===== src/rtl/if_id_queue.sv =====
// ---------------------------------------------------------------------------
// if_id_queue
//   DEPTH-entry instruction queue between fetch (IF) and decode (ID).
//   Valid/ready handshake on both sides lets IF run ahead of ID stalls.
//   A whole-queue flush supports branch/jump redirect.
//   ID sees a zero bubble (pc = 0, inst = 0) whenever the queue is empty.
//
// Ports
//   clk, rst                  clock, synchronous active-high reset
//   flush_i                   discard every entry, including this cycle's push
//   if_valid_i / if_ready_o   IF push handshake
//   if_pc_i, if_inst_i        pushed entry
//   id_valid_o / id_ready_i   ID pop handshake
//   id_pc_o, id_inst_o        head entry, zero when empty
//   count_o                   occupied entries, 0..DEPTH
// ---------------------------------------------------------------------------
module if_id_queue #(
  parameter int ADDR_W = 32,
  parameter int INST_W = 32,
  parameter int DEPTH  = 4,
  parameter int PTR_W  = 2
) (
  input  logic              clk,
  input  logic              rst,
  input  logic              flush_i,
  input  logic              if_valid_i,
  input  logic [ADDR_W-1:0] if_pc_i,
  input  logic [INST_W-1:0] if_inst_i,
  output logic              if_ready_o,
  output logic              id_valid_o,
  output logic [ADDR_W-1:0] id_pc_o,
  output logic [INST_W-1:0] id_inst_o,
  input  logic              id_ready_i,
  output logic [PTR_W:0]    count_o
);

  localparam logic [PTR_W:0] FULL_CNT = (PTR_W+1)'(DEPTH);

  logic [ADDR_W-1:0] pc_mem   [DEPTH];
  logic [INST_W-1:0] inst_mem [DEPTH];

  logic [PTR_W-1:0]  rd_ptr;
  logic [PTR_W-1:0]  wr_ptr;
  logic [PTR_W:0]    count;

  logic              full;
  logic              empty;
  logic              push;
  logic              pop;

  // Full/empty come from registered count only, so if_ready_o never sees a
  // same-cycle pop and id_* never see a same-cycle push.
  assign full  = (count == FULL_CNT);
  assign empty = (count == '0);

  assign if_ready_o = !full;
  assign id_valid_o = !empty;
  assign count_o    = count;

  assign push = if_valid_i & if_ready_o;
  assign pop  = id_valid_o & id_ready_i;

  assign id_pc_o   = empty ? '0 : pc_mem[rd_ptr];
  assign id_inst_o = empty ? '0 : inst_mem[rd_ptr];

  // Control state: pointers and occupancy. DEPTH is a power of two, so the
  // pointers wrap naturally at DEPTH-1 -> 0.
  always_ff @(posedge clk) begin
    if (rst) begin
      rd_ptr <= '0;
      wr_ptr <= '0;
      count  <= '0;
    end else if (flush_i) begin
      rd_ptr <= '0;
      wr_ptr <= '0;
      count  <= '0;
    end else begin
      if (push) wr_ptr <= wr_ptr + 1'b1;
      if (pop)  rd_ptr <= rd_ptr + 1'b1;
      case ({push, pop})
        2'b10:   count <= count + 1'b1;
        2'b01:   count <= count - 1'b1;
        default: count <= count;
      endcase
    end
  end

  // Storage: no reset; contents only matter once count marks them valid.
  always_ff @(posedge clk) begin
    if (push && !flush_i && !rst) begin
      pc_mem[wr_ptr]   <= if_pc_i;
      inst_mem[wr_ptr] <= if_inst_i;
    end
  end

endmodule


===== config.mk =====
export PLATFORM = sky130hd
export DESIGN_NAME = if_id_queue
export DESIGN_NICKNAME = d
export VERILOG_FILES = /design/src/rtl/if_id_queue.sv
export SDC_FILE = /design/constraint.sdc
export NUM_CORES = 1
export LEC_CHECK = 0
export ABC_AREA = 0
export BUFFER_PORTS_ARGS = -buffer_cell sky130_fd_sc_hd__buf_2
export CORE_MARGIN = 2
export CORE_UTILIZATION = 40
export DETAILED_ROUTE_END_ITERATION = 8
export HOLD_SLACK_MARGIN = 0.02
export PLACE_DENSITY = 0.7
export SLEW_MARGIN = 25
export SYNTH_ARGS = -nofsm -noshare
export SYNTH_HDL_FRONTEND = slang
export SYNTH_SLANG_ARGS = --single-unit

===== constraint.sdc =====
create_clock -name clk -period 4 [get_ports clk]
set_input_delay 0.4 -clock clk [delete_from_list [all_inputs] [get_ports clk]]
set_output_delay 0.4 -clock clk [all_outputs]
set_load 0.02 [all_outputs]

==> results of run 1 <==
==> metal layers <==
metal / share of wire (%) / global-route usage, %
met4: 1.5 / 3.43
met3: 5.7 / 3.18
met5: 0.14 / 0
met2: 51 / 24.7
met1: 42 / 18.6
==> worst max-delay path: stages (launching register included) <==
cell and delay [ns]:
dfxtp_4 0.79, buf_12 0.36, mux4_2 0.56, and2_1 0.18, buf_2 0.16
==> cells in the final DEF (no fill, tap or decap) <==
| cell | instances |
|---|---|
| or2_2 | 1 |
| o21ai_0 | 1 |
| o31ai_1 | 1 |
| clkinv_1 | 8 |
| nand4_1 | 1 |
| and2_1 | 64 |
| inv_6 | 2 |
| and3_4 | 4 |
| and2_4 | 1 |
| clkinv_2 | 1 |
| fa_1 | 1 |
| buf_2 | 137 |
| inv_1 | 7 |
| clkbuf_1 | 6 |
| clkbuf_16 | 27 |
| nor2_1 | 7 |
| dfxtp_1 | 7 |
| o311ai_0 | 1 |
| o31ai_2 | 1 |
| mux2i_1 | 1 |
| diode_2 | 2 |
| nand2_1 | 2 |
| buf_16 | 1 |
| or3_4 | 1 |
| or3_2 | 1 |
| bufinv_16 | 1 |
| dfxtp_4 | 2 |
| xor2_1 | 4 |
| buf_12 | 4 |
| edfxtp_1 | 256 |
| or3b_4 | 1 |
| mux4_2 | 64 |
| a21oi_1 | 2 |
| ha_1 | 5 |
==> sequential cells by signal, indices dropped and copies added (netlist names), named ones only <==
register / cells
inst_mem: 128
pc_mem: 128
count_o: 3
rd_ptr: 2
wr_ptr: 2
==> stage by stage <==
stage / cell area [µm²] / instances
after floorplan: 10200 / 459
after global placement: 11200 / 904
after detailed placement: 11200 / 904
after CTS: 11900 / 949
after global routing: 12000 / 953
final: 12000 / 955
==> final cells by class <==
cell class,instances,share of cell area (%)
sequential,265,65.4
multi-input combinational,164,17.8
timing repair buffer,142,6.59
clock buffer,33,5.80
tap,330,3.43
clock inverter,12,0.686
inverter,7,0.218
antenna,2,0.0416
==> power by group through the flow <==
stage / Clock, µW / Combinational [µW] / Sequential (µW)
after global routing: 2420 / 316 / 3090
after detailed placement: 0 / 293 / 3150
after CTS: 2320 / 293 / 3090
after floorplan: 0 / 171 / 3140
final: 2250 / 290 / 3090
after global placement: 0 / 280 / 3140
==> cell usage after synthesis (4+ instances only) <==
master,n,share of area (%)
edfxtp_1,256,75
and2_1,64,3.9
mux4_2,64,14
dfxtp_1,9,1.8
clkbuf_1,8,0.29
inv_1,7,0.26
nor2_1,7,0.26
buf_12,6,1.2
buf_2,6,0.29
ha_1,5,0.61
and3_1,4,0.24
xor2_1,4,0.34
==> path summary, 6_finish.rpt <==
check / start / cells past startpoint / slack (ns) / end
max: register / 4 / 0.98 / id_inst_o[24]
min: if_pc_i[15] / 1 / 0.1 / pc_mem[0][15]
max reg2reg: count_o[2] / 9 / 1.43 / count_o[2]
min reg2reg: wr_ptr[0] / 2 / 0.52 / wr_ptr[0]
==> kinds of logic after synthesis <==
kind of cell / synth area share (%)
mux: 14.2
compound gates: 0.428
simple gates: 4.95
xor+xnor: 0.343
fa+ha+maj: 0.808
flops: 77.0
buf+inv: 2.29
==> out/metrics.cfg, run 1 <==
[layout]
post-route-util_pct=47.9
area_delta_synth_final_pct=17.8
seq_area_mm2=0.00788
fin_nets=682
multi_input_area_mm2=0.00214
fill_cells=2136
drive_above_1_share_pct=40.0

[min_path]
hold_path_class=input pin to register

[power]
power.leakage_uw=0.00409
intPower_uw=4480
power_uw=5630
pwr-share-comb_pct=5.2
power_frac_seq_pct=54.8
ir_drop_uv=221
switching_power_uw=1150
p_sw_share_pct=20.4
pwr-share-clk_pct=40.0
power_density_mw_per_mm2=468

[global_routing]
grt_start_max_net_pins=66
grt_pass1_vias=5351
gr-total-overflow=0
grt_usage_pct=14.3
grt_pass1_wl_um=29400
antenna_found_initial=4

[worst_setup_path]
start_kind=register
crit_fanout=33
crit_arrival_ns=2.62
criticalPathCategory=register to output pin
endpoint_kind=output pin
cp.required_ns=3.60

[sta]
skew_ns=0.00782
fin_crit_ns=3.02
fin_ws_ns=0.980
worstMarginPinSlew_ns=0.995
hold_violations=0
fmax_ghz=0.331
setup-tns-final_ns=0
fin_crit_sh_pct=75.5
finalMaxSlewViolations=0
rsz0062_at_grt=no
relSlewSlack_pct=33.7
fin_hold_ws_ns=0.0961
setup_viol=0

[floorplanning]
die-area_mm2=0.0268
die_h_um=164
initial_core_util_pct=40.7
core_mm2=0.0251
boundaryPins=138
rows=58
die_x_um=164

[route]
final_antenna_net_count=0
drc=0
drt-total-wl_um=19000
wl_per_cell_um=19.9
drt-pass1-iter-count=5
vias=4836
drt-initial-drc-count=329
vias_per_cell=5.06

[flow_run]
drv_cap=0

[placement]
io_buffers=137
dpl_worst_slack_ns=1.43
hpwl_um=10600
gp_congestion=0.685

[synth]
syn_area_mm2=0.0102
syn_nets=534
async_flop_share_pct=0
synth-edff-count=256
synth_cells=459
ys_seq_area_share_pct=77.0
ys_types=28
synth_top_flop_cell=edfxtp_1
avgSynthCellArea_um2=22.3
synth_seq_cells=265
yosys_warnings=0

[clocking]
clock_latency_ns=0.52
htree_levels=1
cts_buffer_depth=3
cts-resized-gates=0
ctsHoldBuffers=0
cts-root-buf=clkbuf_16
numCtsBuffers=27
cts_tree=yes
clk_pin_slew_ns=0.06
post-cts-setup-buffers=0
clock-sinks=265

[run_status]
status=complete, no violations

(Power assumes the default switching activity.)
==> inputs of run 2 (changes only) <==
--- a/config.mk
+++ b/config.mk
@@ -11,7 +11,7 @@
 export CORE_UTILIZATION = 40
 export DETAILED_ROUTE_END_ITERATION = 8
 export HOLD_SLACK_MARGIN = 0.02
-export PLACE_DENSITY = 0.7
+export PLACE_DENSITY = 0.72
 export SLEW_MARGIN = 25
 export SYNTH_ARGS = -nofsm -noshare
 export SYNTH_HDL_FRONTEND = slang
==> constraint.sdc (replaced) <==
create_clock -name clk -period 2.7 [get_ports clk]
set_input_delay 0.27 -clock clk [delete_from_list [all_inputs] [get_ports clk]]
set_output_delay 0.27 -clock clk [all_outputs]
set_load 0.02 [all_outputs]
==> run 2 against run 1 <==
Register-to-register slack got worse by 1.2 ns. First-iteration DRC count rose by 11%. Routed wire length rose by 0.56%. Utilization rose by 3.2 points. Critical path type is now register to register. Largest power group unchanged.
==> out/metrics.cfg, run 2 (same netlist as run 1, synthesis figures left out) <==
[run_status]
status=complete, no violations

[placement]
hpwl_um=10800
dpl_worst_slack_ns=0.222
post_dp_cell_area_mm2=0.0113
gp_congestion=0.674
io_buffers=137

[global_routing]
grt_use_met1_pct=18.6
grtUsageMet3_pct=3.26
grt_usage_pct=14.4
gr-total-overflow=0
grt_start_max_net_pins=66
grt_pass1_wl_um=29800
top_usage_layer=met2
grt_pass1_vias=5474
antenna_found_initial=0
use_met2_pct=24.8

[worst_setup_path]
start_kind=register
criticalPathCategory=register to register
endpoint_kind=register
crit_arrival_ns=2.96
reg2reg_depth=9
cp.required_ns=3.14
crit_fanout=7

[sta]
fin_crit_sh_pct=93.3
relSlewSlack_pct=56.0
skew_ns=0.0138
setup_viol=0
fmax_ghz=0.397
setup-tns-final_ns=0
rsz0062_at_grt=no
fin_ws_ns=0.181
finalMaxSlewViolations=0
fin_crit_ns=2.52
hold_violations=0
worstMarginPinSlew_ns=0.659

[layout]
layout_common_cells=256 x edfxtp_1, 137 x buf_2, 65 x dlygate4sd3_1, 64 x mux4_2, 64 x and2_1
mostFrequentLayoutCell=edfxtp_1
n_antenna_cell=0
drive_above_1_share_pct=38.3
fin_nets=750
design_area_mm2=0.0128
area_delta_synth_final_pct=25.6

[clocking]
clk_pin_slew_ns=0.06
ctsHoldBuffers=65
clock-sinks=265
cts_tree=yes
cts-resized-gates=0
clock_latency_ns=0.52
cts_buffer_depth=3
cts-root-buf=clkbuf_16
htree_levels=1
post-cts-setup-buffers=0
numCtsBuffers=27

[route]
wl_per_cell_um=18.7
drt-initial-drc-count=365
final_antenna_net_count=0
drc=0
drt-pass1-iter-count=6
drt-total-wl_um=19200
vias=5060
vias_per_cell=4.94

[power]
power_density_mw_per_mm2=679
ir_drop_uv=319
power.leakage_uw=0.00444
power_uw=8710

[floorplanning]
die_h_um=164
boundaryPins=138
die_x_um=164
initial_core_util_pct=40.7
die-area_mm2=0.0268
core_mm2=0.0251
rows=58

[min_path]
hold_path_class=input pin to register
whs_path_depth=3

[flow_run]
drv_cap=0

## run 2: cell types whose count changed in the layout (fill, tap and decap cells not counted), moves of 2 or more
cell,before,now
dlygate4sd3_1,0,65
clkinv_1,8,1
clkinv_2,1,7
clkbuf_8,0,5
buf_12,4,7
clkbuf_1,6,3
diode_2,2,0
## run 2: final timing paths
kind | start | to | slack [ns]
setup / recovery | count_o[2] | count_o[2] | 0.18
hold reg to reg | wr_ptr[0] | wr_ptr[0] | 0.53
hold / removal | rst | count_o[0] | 0.13
setup reg to reg | count_o[2] | count_o[2] | 0.18
## run 2: per-stage QoR
stage / hold WS (ns) / util, % / cells
final: 0.130 / 51.1 / 1025
after global routing: 0.129 / 51.1 / 1025
after CTS: 0.103 / 51.1 / 1025
after detailed placement: 0.488 / 45.0 / 911
after global placement: 0.478 / 45.0 / 911
after floorplan: 0.369 / - / 459
## run 2: cell type report
class                   instances  area, µm²
well taps                     330        413
flip-flops and latches        265       7880
clock inverters                14        135
repair buffers                210       1480
fillers                      2049      12300
inverters                       7       26.3
multi-input cells             164       2140
clock buffers                  35        756
## run 2: per-layer routing
metal	wire (µm)	share of wire, %
met1	8180	43
met2	9610	50
met3	1060	5.5
met4	308	1.6
met5	0	0
## run 2: critical path: stages (launching register included)
cell and delay [ns]:
dfxtp_1 0.42, or3b_4 0.42, and2_4 0.20, inv_1 0.06, ha_1 0.19, inv_1 0.07, fa_1 0.37, xor2_1 0.16
or3_2 0.41, a21oi_1 0.15
## run 2: power breakdown
part	switching, µW	total (µW)	internal [µW]
clock network	1460	3630	2170
logic	276	511	235
registers	13.6	4570	4550
total	1750	8710	6960
